==> src/rtl/count_seq_monitor.sv <==
// Checker for a free-running up-counter: locks onto the +1 sequence, pulses and tallies
// MAX->0 wraps, and latches illegal jumps. Optional irq output under COUNT_MON_IRQ_EN.
module count_seq_monitor #(
  parameter int WIDTH  = 4,
  parameter int LOCK_N = 2,
  parameter int WRAP_W = 8,
  parameter int ERR_W  = 4
`ifdef COUNT_MON_IRQ_EN
  , parameter int IRQ_WRAPS = 16
`endif
) (
  input  logic              clk,
  input  logic              reset,
  input  logic [WIDTH-1:0]  count,
  input  logic              clr,
  output logic              tc_pulse,
  output logic [WRAP_W-1:0] wrap_cnt,
  output logic              locked,
  output logic              err,
  output logic [ERR_W-1:0]  err_cnt
`ifdef COUNT_MON_IRQ_EN
  , output logic            irq
`endif
);

  localparam int RUN_W = $clog2(LOCK_N + 1);

  typedef enum logic [1:0] {
    SYNC  = 2'd0,
    TRACK = 2'd1,
    FAULT = 2'd2
  } state_t;

  state_t             state_r, state_s;
  logic [WIDTH-1:0]   prev_r;
  logic [RUN_W-1:0]   run_r, run_s, run_inc_s;
  logic               primed_r;
  logic               good_s, prev_max_s, count_zero_s;
  logic               tc_s, locked_s, err_s;
  logic [WRAP_W-1:0]  wrap_s;
  logic [ERR_W-1:0]   err_cnt_s;
  logic [WIDTH-1:0]   prev_inc_s;

  function automatic logic [WRAP_W-1:0] sat_inc_wrap(input logic [WRAP_W-1:0] v);
    return (&v) ? v : v + WRAP_W'(1);
  endfunction

  function automatic logic [ERR_W-1:0] sat_inc_err(input logic [ERR_W-1:0] v);
    return (&v) ? v : v + ERR_W'(1);
  endfunction

  assign prev_inc_s   = prev_r + WIDTH'(1);
  assign good_s       = (count == prev_inc_s);
  assign prev_max_s   = (prev_r == {WIDTH{1'b1}});
  assign count_zero_s = (count == {WIDTH{1'b0}});
  assign run_inc_s    = run_r + RUN_W'(1);

  // Next-state and next-output decode; clr overrides everything except reset.
  always_comb begin
    state_s   = state_r;
    run_s     = run_r;
    tc_s      = 1'b0;
    wrap_s    = wrap_cnt;
    err_s     = err;
    err_cnt_s = err_cnt;
    if (clr) begin
      state_s   = SYNC;
      run_s     = {RUN_W{1'b0}};
      wrap_s    = {WRAP_W{1'b0}};
      err_s     = 1'b0;
      err_cnt_s = {ERR_W{1'b0}};
    end else if (!primed_r) begin
      // first edge after reset only captures prev
      state_s = SYNC;
    end else begin
      case (state_r)
        SYNC: begin
          if (good_s) begin
            run_s = run_inc_s;
            if (run_inc_s == RUN_W'(LOCK_N)) begin
              state_s = TRACK;
            end else begin
              state_s = SYNC;
            end
          end else begin
            run_s = {RUN_W{1'b0}};
          end
        end
        TRACK: begin
          if (good_s) begin
            if (prev_max_s) begin
              tc_s   = 1'b1;
              wrap_s = sat_inc_wrap(wrap_cnt);
            end else begin
              tc_s = 1'b0;
            end
          end else if (count_zero_s) begin
            state_s = SYNC;
            run_s   = {RUN_W{1'b0}};
          end else begin
            state_s   = FAULT;
            err_s     = 1'b1;
            err_cnt_s = sat_inc_err(err_cnt);
          end
        end
        FAULT: begin
          state_s = FAULT;
        end
        default: begin
          state_s = SYNC;
          run_s   = {RUN_W{1'b0}};
        end
      endcase
    end
    locked_s = (state_s == TRACK);
  end

`ifdef COUNT_MON_IRQ_EN
  logic irq_s;

  // irq is sticky: set on reaching the wrap threshold or on a new error.
  always_comb begin
    if (clr) begin
      irq_s = 1'b0;
    end else if (((wrap_s != wrap_cnt) && (wrap_s == WRAP_W'(IRQ_WRAPS))) || (err_s && !err)) begin
      irq_s = 1'b1;
    end else begin
      irq_s = irq;
    end
  end

  // irq register.
  always_ff @(posedge clk or negedge reset) begin
    if (!reset) begin
      irq <= 1'b0;
    end else begin
      irq <= irq_s;
    end
  end
`endif

  // State, history and registered outputs.
  always_ff @(posedge clk or negedge reset) begin
    if (!reset) begin
      state_r  <= SYNC;
      prev_r   <= {WIDTH{1'b0}};
      run_r    <= {RUN_W{1'b0}};
      primed_r <= 1'b0;
      tc_pulse <= 1'b0;
      wrap_cnt <= {WRAP_W{1'b0}};
      locked   <= 1'b0;
      err      <= 1'b0;
      err_cnt  <= {ERR_W{1'b0}};
    end else begin
      state_r  <= state_s;
      prev_r   <= count;
      run_r    <= run_s;
      primed_r <= 1'b1;
      tc_pulse <= tc_s;
      wrap_cnt <= wrap_s;
      locked   <= locked_s;
      err      <= err_s;
      err_cnt  <= err_cnt_s;
    end
  end

endmodule

==> config.mk <==
export PLATFORM = sky130hd
export DESIGN_NAME = count_seq_monitor
export DESIGN_NICKNAME = d
export VERILOG_FILES = /design/src/rtl/count_seq_monitor.sv
export SDC_FILE = /design/constraint.sdc
export NUM_CORES = 1
export LEC_CHECK = 0
export ABC_CLOCK_PERIOD_IN_PS = 3800
export CORE_MARGIN = 4
export CORE_UTILIZATION = 55
export DETAILED_ROUTE_END_ITERATION = 7
export PLACE_DENSITY = 0.83
export SKIP_CTS_REPAIR_TIMING = 1
export SYNTH_ARGS = -nofsm -noshare
export SYNTH_HDL_FRONTEND = slang
export SYNTH_SLANG_ARGS = --single-unit
==> constraint.sdc <==
create_clock -name clk -period 3.8 [get_ports clk]
set_input_delay 0.76 -clock clk [delete_from_list [all_inputs] [get_ports clk]]
set_output_delay 0.76 -clock clk [all_outputs]
set_load 0.05 [all_outputs]
==> impl_metrics.csv <==
group,metric,value,unit
outcome,status,"complete, no violations",
power_and_ir_drop,power.leakage,0.582,nW
synthesis,ys_ff_latch,24,
detailed_routing,drt_first_iter_violations,12,
synthesis,seq_area_frac_synth,0.485,
clocking,clkSlewWorstSetupHoldPaths,0.13,ns
setup_path,cp.required,4.05,ns
floorplanning,start_util,0.607,
power_and_ir_drop,p_per_area,292,nW/um2
synthesis,synthTopCellsByArea,"dfrtp_1, ha_1, a21oi_1",
sta,clock_skew,0.000980,ns
finish,antenna_cells,0,
place,place_ws,0.761,ns
setup_path,path_class,"in2reg",
setup_path,cp_data_arrival_time,2.95,ns
finish,multi_input_area,594,um2
clocking,h-tree-depth,1,
setup_path,max_stage_delay,0.66,ns
sta,setup_viol,0,
setup_path,crit_path_start_kind,"primary input",
global_routing,grt_overflow_total,0,
clocking,cts_sinks,24,
finish,final_common_cell,"dfrtp_1",
clocking,numCtsBuffers,3,
worst_hold_path,worstHoldStart,"run_r[0]",
synthesis,netlist_area,1240,um2
detailed_routing,finalWirelength,2.54,mm
setup_path,cp_max_fo,26,
clocking,cts_max_path_buffers,2,
synthesis,yosysTopAreaCellShare,0.485,
sta,min_period,2.70,ns
detailed_routing,avgViaCountPerCell,6.01,
sta,setup-tns-final,0,ns
finish,nNetsFinal,151,
global_routing,grt_use_met3,0.0443,
setup_path,cp_cell_sequence,"clkdlybuf4s50_1 > xor2_1 > xnor2_1 > nand4_2 > or4_1 > a21oi_1",
setup_path,critPathLaunch,"count[2]",
detailed_routing,firstDrtPassIters,4,
floorplanning,coreArea,2040,um2
sta,hold_viol_final,0,
detailed_routing,drc,0,
place,hpwl,1.80,mm
place,port_buffers,21,
global_routing,grt_first_pass_wirelength,4.54,mm
setup_path,cp_slowest_cell,"or4_1",
global_routing,grt.met1_usage,0.217,
synthesis,async_flop_share,1.00,
synthesis,synth_largest_area_cell,"dfrtp_1",
detailed_routing,antenna_left,0,
finish,drive_gt1_frac,0.0863,
sta,slew_headroom,0.297,
setup_path,r2r_start,"prev_r[0]",
sta,setup_ws,1.10,ns
place,gp_congestion,0.785,
synthesis,ys_types,35,
clocking,cts_tree,"done",
synthesis,ys.flop_type,"dfrtp_1",
finish,syn2layout_area_growth,20.3,%
floorplanning,fp.dieW,55.5,um
synthesis,synth.net_count,130,
sta,rsz0062_at_grt,"false",
detailed_routing,num_vias,997,
global_routing,grt_max_degree,27,
setup_path,critPathCaptureType,"flop",
clocking,clk_latency,0.32,ns
sta,fin_crit_sh,0.711,
finish,fill_cells,167,
sta,drv_slew,0,
clocking,cts-root-buf,"clkbuf_4",
finish,seq_area,601,um2
power_and_ir_drop,vdd_drop_max,0.233,mV
floorplanning,ios,22,
global_routing,grt_use_total,0.182,
detailed_routing,post_drt_wl_per_cell,15.3,um
sta,worst_pin_slew,1.05,ns
sta,max_clock_freq,370,MHz
synthesis,synth_edf_count,0,
run,cap_violations,0,
synthesis,postSynthAreaPerCell,10.4,um2
finish,layout_common_cells,"dfrtp_1, clkdlybuf4s50_1, nand3_1, a21oi_1",
worst_hold_path,worstHoldPathType,"reg2reg",
floorplanning,fp.dieH,55.5,um
floorplanning,rows,16,
synthesis,synth_cells,119,
floorplanning,die-area,3080,um2
synthesis,yosys_warnings,0,
global_routing,grt_pass1_vias,1027,
global_routing,antenna_found_initial,0,
global_routing,met2_usage,0.299,
global_routing,grt.busiest_layer,"met2",
per-stage QoR:
stage                     std cells  cell area, um2  power, mW   util  hold slack (ns)
final                           166            1490      0.436  0.730            0.522
after detailed placement        162            1450      0.303  0.712            0.501
after global routing            166            1490      0.453  0.730            0.563
after CTS                       166            1490      0.440  0.730            0.519
after floorplan                 119            1240      0.288      -            0.464
after global placement          162            1450      0.301  0.712            0.483
per-layer routing:
metal	up-vias	routed length (um)
li1	474	-
met1	495	1110
met2	23	1260
met3	5	113
met4	0	54
met5	-	0
power by group:
group / switching [mW] / total (mW) / internal (mW)
combinational: 0.0222 / 0.0367 / 0.0145
sequential: 0.00300 / 0.261 / 0.258
clock: 0.0788 / 0.137 / 0.0587
layout make-up:
type,instances,area share
flip-flops and latches,24,0.403
multi-input cells,86,0.399
repair buffers,21,0.141
clock buffers,4,0.0243
well taps,27,0.0227
inverters,4,0.0101
synthesized netlist by cell type (2+ instances only):
cell,instances
clkbuf_1,2
nor2_1,6
buf_2,2
nor2b_1,4
and3_4,2
ha_1,4
o22ai_1,2
xor2_1,2
o21ai_0,3
o31ai_1,6
nand2b_1,4
or3_1,2
nor3b_1,2
nand3_1,9
dfrtp_1,24
mux2_2,3
nor4_1,3
or4_1,6
xnor2_1,4
inv_1,4
a21oi_1,9
nand2_1,3
cell families after synthesis:
kind of cell             synth area share
AO/OA/AOI/OAI                       0.113
XOR/XNOR                           0.0424
adder cells (fa/ha/maj)            0.0404
buffers and inverters              0.0354
flip-flops                          0.485
multiplexers                       0.0354
other                             0.00303
AND/OR/NAND/NOR                     0.245
critical path: cells and delay by family:
kind                      cells  cell delay (ns)
and+or+nand+nor               2             1.14
buffers and inverters         1             0.52
xor gates and xnor gates      2             0.36
AOI/OAI and AO/OA             1             0.15
flip-flops by register name (all words and copies together) (netlist names):
signal	count
err	1
state_r	2
primed_r	1
err_cnt	4
locked	1
prev_r	4
tc_pulse	1
wrap_cnt	8
run_r	2
worst paths after layout:
| path | end | slack (ns) | cells past startpoint |
|---|---|---|---|
| min in group asynchronous | wrap_cnt[2] | 0.99 | 1 |
| setup / recovery | wrap_cnt[6] | 1.10 | 6 |
| hold reg to reg | run_r[0] | 0.52 | 1 |
| max in group asynchronous | locked | 2.18 | 1 |
| setup reg to reg | wrap_cnt[6] | 1.48 | 5 |
| hold / removal | run_r[0] | 0.52 | 1 |
Note: power is estimated with default switching activity, not from simulation.
